**src/rtl/exc_ctrl_pkg.sv**
```systemverilog
// Shared CPU constants for exception handling: cause codes, vector layout
// and the address helpers used by the exception controller.
package exc_ctrl_pkg;

    localparam logic [1:0] CAUSE_IRQ = 2'd0;
    localparam logic [1:0] CAUSE_SYS = 2'd1;
    localparam logic [1:0] CAUSE_BRK = 2'd2;

    localparam int VEC_STRIDE = 16;
    localparam int VEC_SHIFT  = 4;
    localparam int IVT_SHIFT  = 10;

    // Vector = IVT base page plus one 16-byte slot per cause code.
    function automatic logic [31:0] vec_addr(input logic [21:0] ivt, input logic [1:0] cause);
        return (32'(ivt) << IVT_SHIFT) | (32'(cause) << VEC_SHIFT);
    endfunction

    // A delay-slot instruction restarts at its branch, one word earlier.
    function automatic logic [31:0] epc_of(input logic [31:0] pc, input logic bd);
        return bd ? (pc - 32'd4) : pc;
    endfunction

endpackage

```
**src/rtl/exc_ctrl_if.sv**
```systemverilog
// Redirect handshake between the exception controller and instruction fetch.
interface exc_ctrl_if;
    logic        o_redir_valid;
    logic [31:0] o_redir_addr;
    logic        i_redir_ack;

    modport master (output o_redir_valid, output o_redir_addr, input i_redir_ack);
    modport slave  (input o_redir_valid, input o_redir_addr, output i_redir_ack);
endinterface

```
**src/rtl/exc_ctrl_sync_ff.sv**
```systemverilog
// Multi-flop synchronizer for a level signal crossing into the clk domain.
module sync_ff #(
    parameter int STAGES = 2
) (
    input  logic clk,
    input  logic nrst,
    input  logic d_i,
    output logic q_o
);

    logic [STAGES-1:0] sync_q;

    always_ff @(posedge clk or negedge nrst) begin
        if (!nrst) sync_q <= '0;
        else       sync_q <= {sync_q[STAGES-2:0], d_i};
    end

    assign q_o = sync_q[STAGES-1];

endmodule

```
**src/rtl/exc_ctrl.sv**
```systemverilog
// Exception controller: takes SYSCALL/BREAK/IRQ at writeback, flushes the
// pipeline and holds a redirect to the vector until fetch acknowledges it.
module exc_ctrl
    import exc_ctrl_pkg::*;
#(
    parameter int IRQ_SYNC_STAGES = 2
) (
    input  logic        clk,
    input  logic        nrst,
    input  logic        i_exec_stall,
    input  logic        i_mem_stall,
    input  logic        i_fetch_stall,
    input  logic        i_irq,
    input  logic        i_valid_p3,
    input  logic [31:0] i_pc_p3,
    input  logic        i_bd_p3,
    input  logic        i_sys_p3,
    input  logic        i_brk_p3,
    input  logic        i_rfe_p3,
    input  logic        i_sr_ie,
    input  logic [21:0] i_ivt,
    exc_ctrl_if.master  redir_if,
    output logic        o_exc_entry,
    output logic [31:0] o_epc,
    output logic [1:0]  o_cause,
    output logic        o_bd,
    output logic        o_drop_p1,
    output logic        o_drop_p2,
    output logic        o_drop_p3,
    output logic        o_busy
);

    typedef enum logic [0:0] {
        IDLE     = 1'b0,
        REDIRECT = 1'b1
    } state_e;

    state_e     state_q, state_d;
    logic [1:0] cause_q, cause_d;
    logic       irq_s;
    logic       core_stall;
    logic       sync_exc;
    logic       irq_take;
    logic       redir_valid;
    logic [31:0] redir_addr;
    logic       drop;

    sync_ff #(.STAGES(IRQ_SYNC_STAGES)) u_irq_sync (
        .clk  (clk),
        .nrst (nrst),
        .d_i  (i_irq),
        .q_o  (irq_s)
    );

    assign core_stall = i_exec_stall | i_mem_stall | i_fetch_stall;

    always_ff @(posedge clk or negedge nrst) begin
        if (!nrst) begin
            state_q <= IDLE;
            cause_q <= CAUSE_IRQ;
        end else begin
            state_q <= state_d;
            cause_q <= cause_d;
        end
    end

    always_comb begin
        state_d     = state_q;
        cause_d     = cause_q;
        sync_exc    = 1'b0;
        irq_take    = 1'b0;
        o_exc_entry = 1'b0;
        o_epc       = '0;
        o_cause     = CAUSE_IRQ;
        o_bd        = 1'b0;
        drop        = 1'b0;
        redir_valid = 1'b0;
        redir_addr  = '0;
        unique case (state_q)
            IDLE: begin
                // nrst gating keeps the combinational take path quiet during reset.
                if (nrst && !core_stall && i_valid_p3) begin
                    sync_exc = i_sys_p3 | i_brk_p3;
                    irq_take = irq_s & i_sr_ie & ~i_rfe_p3 & ~sync_exc;
                    if (sync_exc || irq_take) begin
                        o_exc_entry = 1'b1;
                        drop        = 1'b1;
                        o_bd        = i_bd_p3;
                        o_epc       = epc_of(i_pc_p3, i_bd_p3);
                        o_cause     = i_sys_p3 ? CAUSE_SYS : (i_brk_p3 ? CAUSE_BRK : CAUSE_IRQ);
                        cause_d     = o_cause;
                        state_d     = REDIRECT;
                    end
                end
            end
            REDIRECT: begin
                drop        = 1'b1;
                redir_valid = 1'b1;
                redir_addr  = vec_addr(i_ivt, cause_q);
                if (redir_if.i_redir_ack) state_d = IDLE;
            end
            default: state_d = IDLE;
        endcase
    end

    assign o_drop_p1              = drop;
    assign o_drop_p2              = drop;
    assign o_drop_p3              = drop;
    assign o_busy                 = (state_q == REDIRECT);
    assign redir_if.o_redir_valid = redir_valid;
    assign redir_if.o_redir_addr  = redir_addr;

endmodule

```
**src/flat_wrapper.sv**
```systemverilog
// flat-port wrapper written by rule: the top's interface ports become plain ports
module exc_ctrl_flat import exc_ctrl_pkg::*;
#(
    parameter int IRQ_SYNC_STAGES = 2
)
  (clk, nrst, i_exec_stall, i_mem_stall, i_fetch_stall, i_irq, i_valid_p3, i_pc_p3, i_bd_p3, i_sys_p3, i_brk_p3, i_rfe_p3, i_sr_ie, i_ivt, o_exc_entry, o_epc, o_cause, o_bd, o_drop_p1, o_drop_p2, o_drop_p3, o_busy, redir_if_o_redir_valid, redir_if_o_redir_addr, redir_if_i_redir_ack);
  exc_ctrl_if redir_if_i ();
  input  logic clk;
  input  logic nrst;
  input  logic i_exec_stall;
  input  logic i_mem_stall;
  input  logic i_fetch_stall;
  input  logic i_irq;
  input  logic i_valid_p3;
  input  logic [31:0] i_pc_p3;
  input  logic i_bd_p3;
  input  logic i_sys_p3;
  input  logic i_brk_p3;
  input  logic i_rfe_p3;
  input  logic i_sr_ie;
  input  logic [21:0] i_ivt;
  output logic o_exc_entry;
  output logic [31:0] o_epc;
  output logic [1:0] o_cause;
  output logic o_bd;
  output logic o_drop_p1;
  output logic o_drop_p2;
  output logic o_drop_p3;
  output logic o_busy;
  output wire logic [$bits(redir_if_i.o_redir_valid)-1:0] redir_if_o_redir_valid;
  output wire logic [$bits(redir_if_i.o_redir_addr)-1:0] redir_if_o_redir_addr;
  input wire logic [$bits(redir_if_i.i_redir_ack)-1:0] redir_if_i_redir_ack;
  assign redir_if_o_redir_valid = redir_if_i.o_redir_valid;
  assign redir_if_o_redir_addr = redir_if_i.o_redir_addr;
  assign redir_if_i.i_redir_ack = redir_if_i_redir_ack;
  exc_ctrl #(.IRQ_SYNC_STAGES(IRQ_SYNC_STAGES)) u_core (.clk(clk), .nrst(nrst), .i_exec_stall(i_exec_stall), .i_mem_stall(i_mem_stall), .i_fetch_stall(i_fetch_stall), .i_irq(i_irq), .i_valid_p3(i_valid_p3), .i_pc_p3(i_pc_p3), .i_bd_p3(i_bd_p3), .i_sys_p3(i_sys_p3), .i_brk_p3(i_brk_p3), .i_rfe_p3(i_rfe_p3), .i_sr_ie(i_sr_ie), .i_ivt(i_ivt), .redir_if(redir_if_i), .o_exc_entry(o_exc_entry), .o_epc(o_epc), .o_cause(o_cause), .o_bd(o_bd), .o_drop_p1(o_drop_p1), .o_drop_p2(o_drop_p2), .o_drop_p3(o_drop_p3), .o_busy(o_busy));
endmodule
```
**config.mk**
```make
export PLATFORM = sky130hd
export DESIGN_NAME = exc_ctrl_flat
export DESIGN_NICKNAME = d
export VERILOG_FILES = /design/src/rtl/exc_ctrl_pkg.sv /design/src/rtl/exc_ctrl_if.sv /design/src/rtl/exc_ctrl_sync_ff.sv /design/src/rtl/exc_ctrl.sv /design/src/flat_wrapper.sv
export SDC_FILE = /design/constraint.sdc
export NUM_CORES = 1
export LEC_CHECK = 0
export BUFFER_PORTS_ARGS = -buffer_cell sky130_fd_sc_hd__buf_2
export CAP_MARGIN = 15
export CORE_UTILIZATION = 35
export CTS_CLUSTER_SIZE = 10
export DETAILED_ROUTE_END_ITERATION = 16
export GPL_TIMING_DRIVEN = 0
export PLACE_DENSITY = 0.83
export SYNTH_ARGS = -nofsm -noshare
export SYNTH_HDL_FRONTEND = slang
export SYNTH_SLANG_ARGS = --single-unit
```
**constraint.sdc**
```tcl
create_clock -name clk -period 3.8 [get_ports clk]
set_input_delay 0.76 -clock clk [delete_from_list [all_inputs] [get_ports clk]]
set_output_delay 0.76 -clock clk [all_outputs]
set_load 0.02 [all_outputs]
```
==> Yosys cells after proc, flatten, opt, wreduce, memory -nomap -nowiden <==
Cells that the tools add are included.
{ "totals": {"register_bits": 5, "in_bits": 67, "word_cells": 39} }
{ "op_classes": {"addsub": 1, "mux": 20, "bitwise": 10, "reduce_logical": 5} }
{ "op_table": {"columns": ["op", "n"], "rows": [
  ["$mux 32", 5],
  ["$or 32x6->32", 1],
  ["$sub 32x3->32 const B", 1],
  ["$mux 2", 5],
  ["$mux 1", 8],
  ["$pmux 1 s2", 2],
  ["$and 1x1->1", 3],
  ["$not 1->1", 3],
  ["$or 1x1->1", 3],
  ["$reduce_and 3->1", 1],
  ["$logic_and 1x1->1", 2],
  ["$logic_not 1->1", 1],
  ["$logic_or 1x1->1", 1]
]} }

==> Depth between registers and ports, before layout <==
Gate-level depths: netlist (run 1).
{ "logic_depth": {"depth_word": 7, "mapped_depth": 7, "depth_no_buf": 6} }

==> Hierarchy <==
From an unflattened synthesis (run 1), not the netlist that was laid out.
{ "hier_totals": {"cells_unflattened": 181, "area_unflattened_um2": 1286.2} }
{ "by_module_without_submodules": {"columns": ["mod", "instances", "cells_each", "area_per_inst_um2", "seq_area_each_um2"], "rows": [
  ["exc_ctrl", 1, 179, 1236.2, 75.1],
  ["sync_ff", 1, 2, 50.0, 50.0]
]} }

==> Worst setup path after synthesis (run 1) <==
Ideal clock, no wire load.
{ "synth_path": {"path_kind": "input to output", "start": "input port i_pc_p3[14]", "end": "output port o_epc[31]", "arrival_time_ns": 2.841, "path_slack_ns": 0.199, "cell_stages": 7, "n_path_buf": 3, "path_cell_list": "or4_1 buf_2 or4_1 buf_2 buf_2 nor4_1 mux2i_1"} }
{ "synth_via": {"elab_chain_len": 5} }
{ "synth_rtl": {"columns": ["element", "line", "rtl"], "rows": [
  ["from (decl)", "flat_wrapper.sv:15", "input logic [31:0] i_pc_p3;"],
  ["$sub 32x3->32", "exc_ctrl_pkg.sv:20", "return bd ? (pc - 32'd4) : pc;"],
  ["$mux 32", "exc_ctrl_pkg.sv:20", null],
  ["$mux 32", "exc_ctrl.sv:85", "if (sync_exc || irq_take) begin"],
  ["$mux 32", "exc_ctrl.sv:82", "if (nrst && !core_stall && i_valid_p3) begin"],
  ["$mux 32", "exc_ctrl.sv:79", "unique case (state_q)"],
  ["to (decl)", "flat_wrapper.sv:23", "output logic [31:0] o_epc;"]
]} }
No other way between the ends.

==> Worst setup path after layout (run 1) <==
{ "layout_path": {"start": "input port i_pc_p3[18]", "end": "output port o_epc[29]"} }
The elaborated chain is that of the path after synthesis.

==> Flow_metrics.wiki, run 1 <==
{| class="wikitable"
! Metric !! Value
|-
| Count of max-cap constraint violations || 0
|-
| Cell area after technology mapping || 1240 um^2
|-
| Total wire length after detailed routing || 4550 um
|-
| Type of the worst setup path || in -> out
|-
| Number of primary I/O pins || 140
|-
| Half-perimeter wire length after placement || 3760 um
|-
| Post-synth EDFFs || 0
|-
| Number of buffers on the longest clock path || 2
|-
| Primary flip-flop cell chosen by synthesis mapping || sky130_fd_sc_hd__dfrtp_1
|-
| Die outline area || 3790 um^2
|-
| Count of final hold-check violations || 0
|-
| Placeable core area || 3360 um^2
|-
| Seq/Total Area, Yosys || 0.101
|-
| Overall power after layout || 0.000249 W
|-
| Via count of the first global-routing pass || 1465
|-
| Clock root buffer master || sky130_fd_sc_hd__clkbuf_4
|-
| TritonCTS clock tree || done
|-
| Synth unique cells || 33
|-
| Post-Syn Instances || 184
|-
| Result of the run || finished clean
|-
| Maximum operating frequency || 268 MHz
|-
| Detailed-route via count || 1823
|-
| Hold Crit Class || in -> async
|-
| Post-synth top area share || 0.141
|-
| Detailed-route DRC error count || 0
|-
| Tmin final || 3740 ps
|-
| Worst slew margin || 0.535
|-
| Number of core rows || 21
|-
| Global routing usage summed across all routing layers || 0.217
|-
| Residual overflow from global routing || 0
|-
| Total of fill cells in the finished design || 369
|-
| Max FO, Critical Path || 8
|-
| Worst vdd rail ir drop || 287 uV
|-
| Area of all placed cells without fillers || 2070 um^2
|-
| Count of endpoints failing setup in the final report || 0
|-
| Async set-or-reset flop fraction in the synthesized netlist || 1.00
|-
| Library cell with the largest summed area after synthesis || sky130_fd_sc_hd__and2_1
|-
| Routed wire per std cell || 12.3 um
|-
| Clock-pin slew on the worst setup and hold paths || 50 ps
|-
| Arrival @ worst endpoint || 2980 ps
|-
| Cell area power density || 120 nW/um^2
|-
| Fraction of layout instances using a drive strength above 1 || 0.495
|-
| Worst Setup Start Kind || primary input
|-
| Count of nets left with antenna violations after detail routing || 0
|-
| Routability Congestion || 0.806
|-
| Commonest cells in the synthesized netlist || sky130_fd_sc_hd__and2_1 (28), sky130_fd_sc_hd__nor2_1 (16), sky130_fd_sc_hd__or4_1 (16)
|-
| Via count normalized by instance count || 4.91
|-
| CTS sink cnt || 5
|-
| Placed Area || 1980 um^2
|-
| Core Util, Final || 0.615
|-
| Count of routing violations after the opening detailed-route iteration || 102
|-
| RSZ-0062 raised after global routing || no
|-
| Number of synthesized register bits || 5
|-
| Maximum level of the CTS H-tree || 1
|-
| Share of the cycle needed by the critical path after routing || 0.983
|-
| Worst hold slack after final layout || 332 ps
|-
| Growth of design area from synthesis to finish || 66.5%
|-
| Initial cell density of the core || 0.369
|-
| Port Buf Inserts || 131
|-
| Worst slew pin tran || 690 ps
|-
| Initial antenna violation count || 0
|-
| 1st-pass router iterations || 4
|-
| Net count reported at finish || 394
|-
| Synth area leaders || sky130_fd_sc_hd__and2_1 (14%), sky130_fd_sc_hd__dfrtp_1 (10%), sky130_fd_sc_hd__or4_1 (9.7%), sky130_fd_sc_hd__buf_4 (6.6%), sky130_fd_sc_hd__o31ai_1 (5.4%)
|-
| Die X-Extent || 61.6 um
|-
| Worst skew pair latency || 240 ps
|-
| Count of antenna diodes in the layout || 0
|-
| Most frequent cell after synthesis || sky130_fd_sc_hd__and2_1
|-
| Synthesized area per cell || 6.75 um^2
|-
| Post-CTS Repair Setup Buffers || 0
|-
| Maximum number of pins on one net before global-route repair || 11
|-
| Count of synthesis-stage warnings from yosys || 0
|-
| Global-route wire length before repair || 6340 um
|-
| Cell leakage power || 1.12 nW
|-
| Clock tree skew after final layout || 3.45 ps
|-
| Slew Viols, Final || 0
|-
| Number of CTS-inserted buffers || 3
|-
| Crit path capture type || primary output
|-
| Worst EP required || 3040 ps
|-
| Die Height || 61.6 um
|}
kinds of logic after synthesis:
kind of cell	share of synthesized area
AND/OR/NAND/NOR	0.488
AO/OA/AOI/OAI	0.158
buffers and inverters	0.123
XOR/XNOR	0.0846
flip-flops	0.101
multiplexers	0.0322
adder cells (fa/ha/maj)	0.0101
other	0.00302
registers in the layout (all words and copies together) (netlist names):
signal / count
u_core.cause_q: 2
u_core.u_irq_sync.sync_q: 2
u_core.o_busy: 1
path summary, 6_finish.rpt:
kind / start / end / slack [ps] / cells past startpoint
worst max-delay path: i_pc_p3[18] / o_epc[29] / 60 / 7
worst min-delay path: nrst / u_core.o_busy / 330 / 1
worst max register to register: u_core.o_busy / u_core.o_busy / 2110 / 5
worst min register to register: u_core.u_irq_sync.sync_q[0] / u_core.u_irq_sync.sync_q[1] / 340 / 0
max in group asynchronous: nrst / u_core.cause_q[1] / 3330 / 1
min in group clk: u_core.u_irq_sync.sync_q[0] / u_core.u_irq_sync.sync_q[1] / 340 / 0
worst max-delay path: stages:
cell                      delay [ps]
sky130_fd_sc_hd__buf_2           110
sky130_fd_sc_hd__or4_1           600
sky130_fd_sc_hd__or4_4           520
sky130_fd_sc_hd__buf_6           150
sky130_fd_sc_hd__or4_1           460
sky130_fd_sc_hd__a21oi_1         190
sky130_fd_sc_hd__buf_2           190
power breakdown:
| part | leakage [nW] | internal [W] | total [W] | switching (W) |
|---|---|---|---|---|
| clock | 0.0150 | 0.0000397 | 0.0000618 | 0.0000221 |
| combinational | 1.04 | 0.0000575 | 0.000125 | 0.0000673 |
| sequential | 0.0628 | 0.0000592 | 0.0000625 | 0.00000335 |
layer usage:
layer / global-route usage / share of wire / up-vias
met2: 0.386 / 0.52 / 65
met5: 0 / 0 / -
met4: 0.0222 / 0 / 0
li1: - / - / 928
met3: 0.0273 / 0.048 / 0
met1: 0.289 / 0.44 / 830
layout make-up:
| type | instances | area, um^2 | area share |
|---|---|---|---|
| Buffer | 23 | 145 | 0.0702 |
| Timing Repair Buffer | 131 | 661 | 0.319 |
| Sequential cell | 5 | 125 | 0.0605 |
| Clock buffer | 4 | 26.3 | 0.0127 |
| Inverter | 4 | 15.0 | 0.00726 |
| Tap cell | 46 | 57.6 | 0.0278 |
| Multi-Input combinational cell | 158 | 1040 | 0.502 |
cell usage in the layout, fill, tap and decap left out, drive strengths merged, types with 2 or more instances in the layout:
cell type,synthesis,layout
buf,16,147
and2,28,28
nor2,16,16
or4,16,16
a21oi,13,13
clkbuf,8,11
o31ai,9,9
or3,8,8
nand2,8,8
conb,1,8
xor2,7,7
nor4,7,7
o21ai,5,5
xnor2,5,5
dfrtp,5,5
inv,4,4
nand2b,4,4
mux2i,4,4
or2,3,3
and3b,2,2
nor4b,2,2
nand4,2,2
a21o,2,2
timing repair:
action / in CTS / in global routing
hold buffers: 0 / 0
setup endpoints to repair: 3 / 11
hold endpoints to repair: 0 / 0
gates resized for setup: 3 / 13
metrics by stage:
step	TNS (ps)	std cells	worst slack, ps
4_1_cts	0	372	7.70
2_1_floorplan	0	191	199
3_3_place_gp	-62.6	368	-62.6
3_5_place_dp	-46.9	368	-35.7
6_report	0	371	63.2
5_1_grt	0	371	10.8
Power figures use the tool's default switching activity.
==> run 2, diff against run 1 <==
--- a/config.mk
+++ b/config.mk
@@ -7,11 +7,11 @@
 export LEC_CHECK = 0
 export BUFFER_PORTS_ARGS = -buffer_cell sky130_fd_sc_hd__buf_2
 export CAP_MARGIN = 15
-export CORE_UTILIZATION = 35
+export CORE_UTILIZATION = 37
 export CTS_CLUSTER_SIZE = 10
 export DETAILED_ROUTE_END_ITERATION = 16
 export GPL_TIMING_DRIVEN = 0
-export PLACE_DENSITY = 0.83
+export PLACE_DENSITY = 0.87
 export SYNTH_ARGS = -nofsm -noshare
 export SYNTH_HDL_FRONTEND = slang
 export SYNTH_SLANG_ARGS = --single-unit
==> constraint.sdc (replaced) <==
create_clock -name clk -period 4.73 [get_ports clk]
set_input_delay 0.946 -clock clk [delete_from_list [all_inputs] [get_ports clk]]
set_output_delay 0.946 -clock clk [all_outputs]
set_load 0.02 [all_outputs]
==> run 2 against run 1 <==
Non-clock buffer count grew 1. Clock power shrank 22%. Register-to-register slack gained 1000 ps. Worst hold slack gained 25 ps. Clock-buffer cell count is the same. Flip-flop and latch count is the same. Die area shrank 5.2%. Critical path depth grew 1. Highest routed layer unchanged.
==> Flow_metrics.wiki, run 2 (synthesis results as in run 1) <==
{| class="wikitable"
! Metric !! Value
|-
| Result of the run || finished clean
|-
| Share of the cycle needed by the critical path after routing || 0.895
|-
| Die X-Extent || 59.9 um
|-
| Routed wire per std cell || 11.1 um
|-
| Global-route wire length before repair || 5700 um
|-
| Hold Crit Class || reg -> reg
|-
| Routability Congestion || 0.809
|-
| Growth of design area from synthesis to finish || 61.4%
|-
| Register area || 125 um^2
|-
| Worst slew pin tran || 605 ps
|-
| Most frequent cells in the layout || sky130_fd_sc_hd__buf_2 (136), sky130_fd_sc_hd__and2_1 (28), sky130_fd_sc_hd__or4_1 (16), sky130_fd_sc_hd__nor2_1 (16), sky130_fd_sc_hd__a21oi_1 (13)
|-
| Depth of the most critical reg-to-reg path || 5
|-
| RSZ-0062 raised after global routing || no
|-
| CTS sink cnt || 5
|-
| Via count normalized by instance count || 4.81
|-
| Clock-pin slew on the worst setup and hold paths || 50 ps
|-
| Total wire length after detailed routing || 4090 um
|-
| Initial cell density of the core || 0.397
|-
| Worst Setup Start Kind || primary input
|-
| Count of endpoints failing setup in the final report || 0
|-
| Type of the worst setup path || in -> out
|-
| Worst Hold Path Cells || 0
|-
| Worst slew margin || 0.593
|-
| Global routing usage summed across all routing layers || 0.202
|-
| Maximum operating frequency || 236 MHz
|-
| Placeable core area || 3130 um^2
|-
| 1st-pass router iterations || 4
|-
| Sum of negative setup slack || 0 ps
|-
| Number of core rows || 20
|-
| Count of nets left with antenna violations after detail routing || 0
|-
| Tmin final || 4230 ps
|-
| Total of fill cells in the finished design || 317
|-
| Count of antenna diodes in the layout || 0
|-
| Grt met2 use || 0.384
|-
| GRT met3 Usage || 0.0130
|-
| Die outline area || 3590 um^2
|-
| Number of CTS-inserted buffers || 3
|-
| Crit path capture type || primary output
|-
| Number of resized instances in the post-cts repair step || 0
|-
| Area of the multi-input gates || 991 um^2
|-
| CTS hold repair buffers || 0
|-
| Worst vdd rail ir drop || 147 uV
|-
| Detailed-route via count || 1778
|-
| Peak-usage layer in the global routing report || met2
|-
| Arrival @ worst endpoint || 3290 ps
|-
| Endpoint with the worst hold slack || u_core.u_irq_sync.sync_q[1]
|-
| Beginning of the worst hold path || u_core.u_irq_sync.sync_q[0]
|-
| Clock tree skew after final layout || 6.76 ps
|-
| Met1 usage || 0.253
|-
| Count of final hold-check violations || 0
|-
| Residual overflow from global routing || 0
|-
| Worst skew pair latency || 240 ps
|-
| Maximum level of the CTS H-tree || 1
|-
| Register-to-register setup slack || 3120 ps
|-
| Port Buf Inserts || 131
|-
| Die Height || 59.9 um
|-
| Count of max-cap constraint violations || 0
|-
| Detailed-route DRC error count || 0
|-
| Half-perimeter wire length after placement || 3450 um
|-
| Reg2Reg Launch Point || u_core.o_busy
|-
| Post-CTS Repair Setup Buffers || 0
|-
| Maximum number of pins on one net before global-route repair || 11
|-
| Number of buffers on the longest clock path || 2
|-
| Via count of the first global-routing pass || 1334
|-
| Cell area power density || 97.6 nW/um^2
|-
| TritonCTS clock tree || done
|-
| Net count reported at finish || 395
|-
| Cell leakage power || 1.10 nW
|-
| Slew Viols, Final || 0
|-
| Clock root buffer master || sky130_fd_sc_hd__clkbuf_4
|-
| Fraction of layout instances using a drive strength above 1 || 0.469
|-
| Worst EP required || 3780 ps
|-
| Number of primary I/O pins || 140
|-
| Most common cell after layout, fill and taps aside || sky130_fd_sc_hd__buf_2
|-
| Core Util, Final || 0.641
|-
| Endpoint of the lowest-slack register-to-register path || u_core.o_busy
|-
| Initial antenna violation count || 0
|-
| Max FO, Critical Path || 10
|-
| Count of routing violations after the opening detailed-route iteration || 43
|}
## run 2: cell count changes in the layout (fill, tap and decap cells not counted), moves of 2 or more
| cell | previous run | this run |
|---|---|---|
| sky130_fd_sc_hd__or4_1 | 13 | 16 |
| sky130_fd_sc_hd__or4_4 | 3 | 0 |
| sky130_fd_sc_hd__buf_4 | 15 | 11 |
| sky130_fd_sc_hd__nor4_1 | 4 | 7 |
| sky130_fd_sc_hd__buf_2 | 131 | 136 |
| sky130_fd_sc_hd__nor4_2 | 2 | 0 |
## run 2: layout make-up
type                       count  area share
clock buffer                   4      0.0131
inverter                       4     0.00749
timing repair buffer         131       0.327
sequential                     5      0.0624
buffer                        24      0.0686
multi-input combinational    158       0.494
tap                           44      0.0274
## run 2: worst max-delay path, stage by stage
cell                      delay [ps]
sky130_fd_sc_hd__buf_2           110
sky130_fd_sc_hd__or4_1           590
sky130_fd_sc_hd__or4_1           490
sky130_fd_sc_hd__buf_2           170
sky130_fd_sc_hd__buf_2           180
sky130_fd_sc_hd__nor4_1          380
sky130_fd_sc_hd__mux2i_1         230
sky130_fd_sc_hd__buf_2           180
## run 2: power breakdown
| group | total [W] | switching (W) | internal (W) |
|---|---|---|---|
| clock network | 0.0000483 | 0.0000165 | 0.0000318 |
| logic | 0.0000974 | 0.0000516 | 0.0000458 |
| registers | 0.0000501 | 0.00000245 | 0.0000476 |
## run 2: metal layers
layer | up-vias | routed length (um)
met4 | 0 | 0
met2 | 71 | 2120
met1 | 780 | 1760
met5 | - | 0
met3 | 0 | 212
li1 | 927 | -
## run 2: per-stage QoR
stage	total power [W]	cells	setup WS, ps	instance area, um^2	hold slack (ps)
after floorplan	0.0000989	191	757	1270	331
after global placement	0.000145	366	546	1980	337
after detailed placement	0.000148	366	528	1980	354
after CTS	0.000198	370	512	2010	359
after global routing	0.000215	370	457	2010	357
final	0.000196	370	499	2010	357
## run 2: how the worst max path moves through the flow
stage / from / endpoint / slack (ps) / depth (start not counted)
6_report: i_pc_p3[18] / o_epc[31] / 500 / 8
2_1_floorplan: i_pc_p3[14] / o_epc[31] / 760 / 7
5_1_grt: i_pc_p3[14] / o_epc[31] / 460 / 9
4_1_cts: i_pc_p3[18] / o_epc[31] / 510 / 8
3_3_place_gp: i_pc_p3[14] / o_epc[31] / 550 / 9
3_5_place_dp: i_pc_p3[14] / o_epc[31] / 530 / 9
==> run 3, diff against run 2 <==
--- a/config.mk
+++ b/config.mk
@@ -8,10 +8,11 @@
 export BUFFER_PORTS_ARGS = -buffer_cell sky130_fd_sc_hd__buf_2
 export CAP_MARGIN = 15
 export CORE_UTILIZATION = 37
+export CTS_CLUSTER_DIAMETER = 60
 export CTS_CLUSTER_SIZE = 10
 export DETAILED_ROUTE_END_ITERATION = 16
 export GPL_TIMING_DRIVEN = 0
-export PLACE_DENSITY = 0.87
+export PLACE_DENSITY = 0.92
 export SYNTH_ARGS = -nofsm -noshare
 export SYNTH_HDL_FRONTEND = slang
 export SYNTH_SLANG_ARGS = --single-unit
==> run 3 against run 2 <==
Final cell count unchanged. Design area unchanged. Worst hold slack worse by 12 ps. Clock power increased by 5.8%. Register-to-register slack worse by 100 ps. Setup slack improved by 29 ps. Core utilization unchanged. Global-route usage up 3.9 points. Critical endpoint unchanged.
==> Flow_metrics.wiki, run 3 (synthesis results as in run 1) <==
{| class="wikitable"
! Metric !! Value
|-
| Core Util, Final || 0.641
|-
| Setup WS pre-CTS || 523 ps
|-
| Routability Congestion || 0.773
|-
| Slew Viols, Final || 0
|-
| Arrival @ worst endpoint || 3260 ps
|-
| Result of the run || finished clean
|-
| Die X-Extent || 59.9 um
|-
| Area of all placed cells without fillers || 2010 um^2
|-
| Switching power of the nets || 0.0000746 W
|-
| Via count of the first global-routing pass || 1558
|-
| TritonCTS clock tree || done
|-
| Count of nets left with antenna violations after detail routing || 0
|-
| Initial cell density of the core || 0.397
|-
| Die outline area || 3590 um^2
|-
| Type of the worst setup path || in -> out
|-
| CTS sink cnt || 5
|-
| Area of the multi-input gates || 991 um^2
|-
| Half-perimeter wire length after placement || 3740 um
|-
| Clock tree skew after final layout || 5.08 ps
|-
| Worst hold slack after final layout || 345 ps
|-
| Cell with the largest stage delay on the worst path || sky130_fd_sc_hd__or4_1
|-
| Register-to-register setup slack || 3020 ps
|-
| Endpoint with the worst hold slack || u_core.u_irq_sync.sync_q[1]
|-
| CTS hold repair buffers || 0
|-
| Worst slew pin tran || 622 ps
|-
| Internal cell power || 0.000125 W
|-
| Global routing usage summed across all routing layers || 0.241
|-
| Post-CTS Repair Setup Buffers || 0
|-
| Total wire length after detailed routing || 4510 um
|-
| Clock-pin slew on the worst setup and hold paths || 50 ps
|-
| Beginning of the worst hold path || u_core.u_irq_sync.sync_q[0]
|-
| Number of primary I/O pins || 140
|-
| Register area || 125 um^2
|-
| Number of core rows || 20
|-
| Crit path top cell by count || sky130_fd_sc_hd__buf_2
|-
| Growth of design area from synthesis to finish || 61.4%
|-
| Worst Hold Path Cells || 0
|-
| Most frequent cells in the layout || sky130_fd_sc_hd__buf_2 (136), sky130_fd_sc_hd__and2_1 (28), sky130_fd_sc_hd__or4_1 (16), sky130_fd_sc_hd__nor2_1 (16), sky130_fd_sc_hd__a21oi_1 (13)
|-
| Kind of cell adding the most delay to the critical path || simple AND/OR/NAND/NOR gates
|-
| Hold Crit Class || reg -> reg
|-
| Placed Area || 1980 um^2
|-
| Final WS setup || 527 ps
|-
| Via count normalized by instance count || 4.95
|-
| Logic pwr share || 0.494
|-
| Maximum level of the CTS H-tree || 1
|-
| Routed wire per std cell || 12.2 um
|-
| Sequential share of power || 0.251
|-
| Detailed-route DRC error count || 0
|-
| Fraction of layout instances using a drive strength above 1 || 0.469
|-
| Cell area power density || 99.7 nW/um^2
|-
| Number of buffers on the longest clock path || 2
|-
| Endpoint of the lowest-slack register-to-register path || u_core.cause_q[1]
|-
| Cell leakage power || 1.10 nW
|-
| Crit path capture type || primary output
|-
| Net count reported at finish || 395
|-
| Maximum number of pins on one net before global-route repair || 11
|-
| Die Height || 59.9 um
|-
| Largest incremental delay on the critical path || 500 ps
|-
| Sum of negative setup slack || 0 ps
|-
| Count of buffer and inverter cells on the critical path || 5
|-
| Worst Setup Start Kind || primary input
|-
| Residual overflow from global routing || 0
|-
| Worst skew pair latency || 250 ps
|-
| RSZ-0062 raised after global routing || no
|-
| Share of the cycle needed by the critical path after routing || 0.889
|-
| Placeable core area || 3130 um^2
|-
| Sequence of cells on the critical path || buf_2 -> or4_1 -> buf_2 -> or4_1 -> buf_2 -> buf_2 -> nor4_1 -> mux2i_1 -> buf_2
|-
| Max FO, Critical Path || 10
|-
| Maximum operating frequency || 238 MHz
|-
| Count of endpoints failing setup in the final report || 0
|-
| Count of routing violations after the opening detailed-route iteration || 78
|-
| Worst vdd rail ir drop || 150 uV
|-
| Count of antenna diodes in the layout || 0
|-
| Count of max-cap constraint violations || 0
|-
| Total of fill cells in the finished design || 287
|-
| Reg2Reg Launch Point || u_core.o_busy
|-
| Switch share || 0.373
|-
| Most common cell after layout, fill and taps aside || sky130_fd_sc_hd__buf_2
|-
| 1st-pass router iterations || 4
|-
| Port Buf Inserts || 131
|-
| Worst slew margin || 0.581
|-
| Initial antenna violation count || 0
|-
| Number of resized instances in the post-cts repair step || 0
|-
| Worst EP required || 3780 ps
|-
| Clock root buffer master || sky130_fd_sc_hd__clkbuf_4
|-
| Detailed-route via count || 1831
|-
| Depth of the most critical reg-to-reg path || 5
|-
| Tmin final || 4200 ps
|-
| Count of final hold-check violations || 0
|-
| Global-route wire length before repair || 6660 um
|-
| Number of CTS-inserted buffers || 3
|-
| Clock network fraction of design power || 0.255
|}
## run 3: cell counts in the layout (fill, tap and decap cells not counted)
No cell type changed its count.
## run 3: metal layers
layer | up-vias | wire length, um | GRT usage
li1 | 924 | - | -
met1 | 819 | 1880 | 0.300
met4 | 0 | 65 | 0.0598
met5 | - | 0 | 0
met2 | 78 | 2270 | 0.427
met3 | 10 | 287 | 0.0390
## run 3: worst max-delay path by stage
stage | startpoint | to | slack, ps | cells after the start
global placement | i_pc_p3[14] | o_epc[31] | 530 | 9
detailed placement | i_pc_p3[3] | o_epc[21] | 520 | 9
global route | i_pc_p3[3] | o_epc[21] | 360 | 9
CTS | i_pc_p3[3] | o_epc[21] | 520 | 9
finish | i_pc_p3[14] | o_epc[31] | 530 | 9
floorplan | i_pc_p3[14] | o_epc[31] | 760 | 7
## run 3: layout make-up
cell class              instances  area share
plain buffers                  24      0.0686
clock buffers                   4      0.0131
inverters                       4     0.00749
multi-input cells             158       0.494
flip-flops and latches          5      0.0624
well taps                      44      0.0274
repair buffers                131       0.327
## run 3: through the flow
stage / instances / total power [W]
2_1_floorplan: 191 / 0.0000989
3_3_place_gp: 366 / 0.000145
3_5_place_dp: 366 / 0.000149
4_1_cts: 370 / 0.000200
5_1_grt: 370 / 0.000214
6_report: 370 / 0.000200
## run 3: worst register-to-register path: cells and delay by family, from the launching register on
family                 cells  cell delay [ps]
buffers and inverters      2              580
DFF                        1              500
AOI/OAI and AO/OA          2              350
and+or+nand+nor            1              220
## run 3: power groups by stage
stage               registers [W]  logic [W]  clock network (W)
finish                  0.0000502  0.0000987          0.0000511
global route            0.0000507   0.000109          0.0000546
CTS                     0.0000501  0.0000983          0.0000519
detailed placement      0.0000508  0.0000980                  0
global placement        0.0000503  0.0000946                  0
floorplan               0.0000502  0.0000487                  0
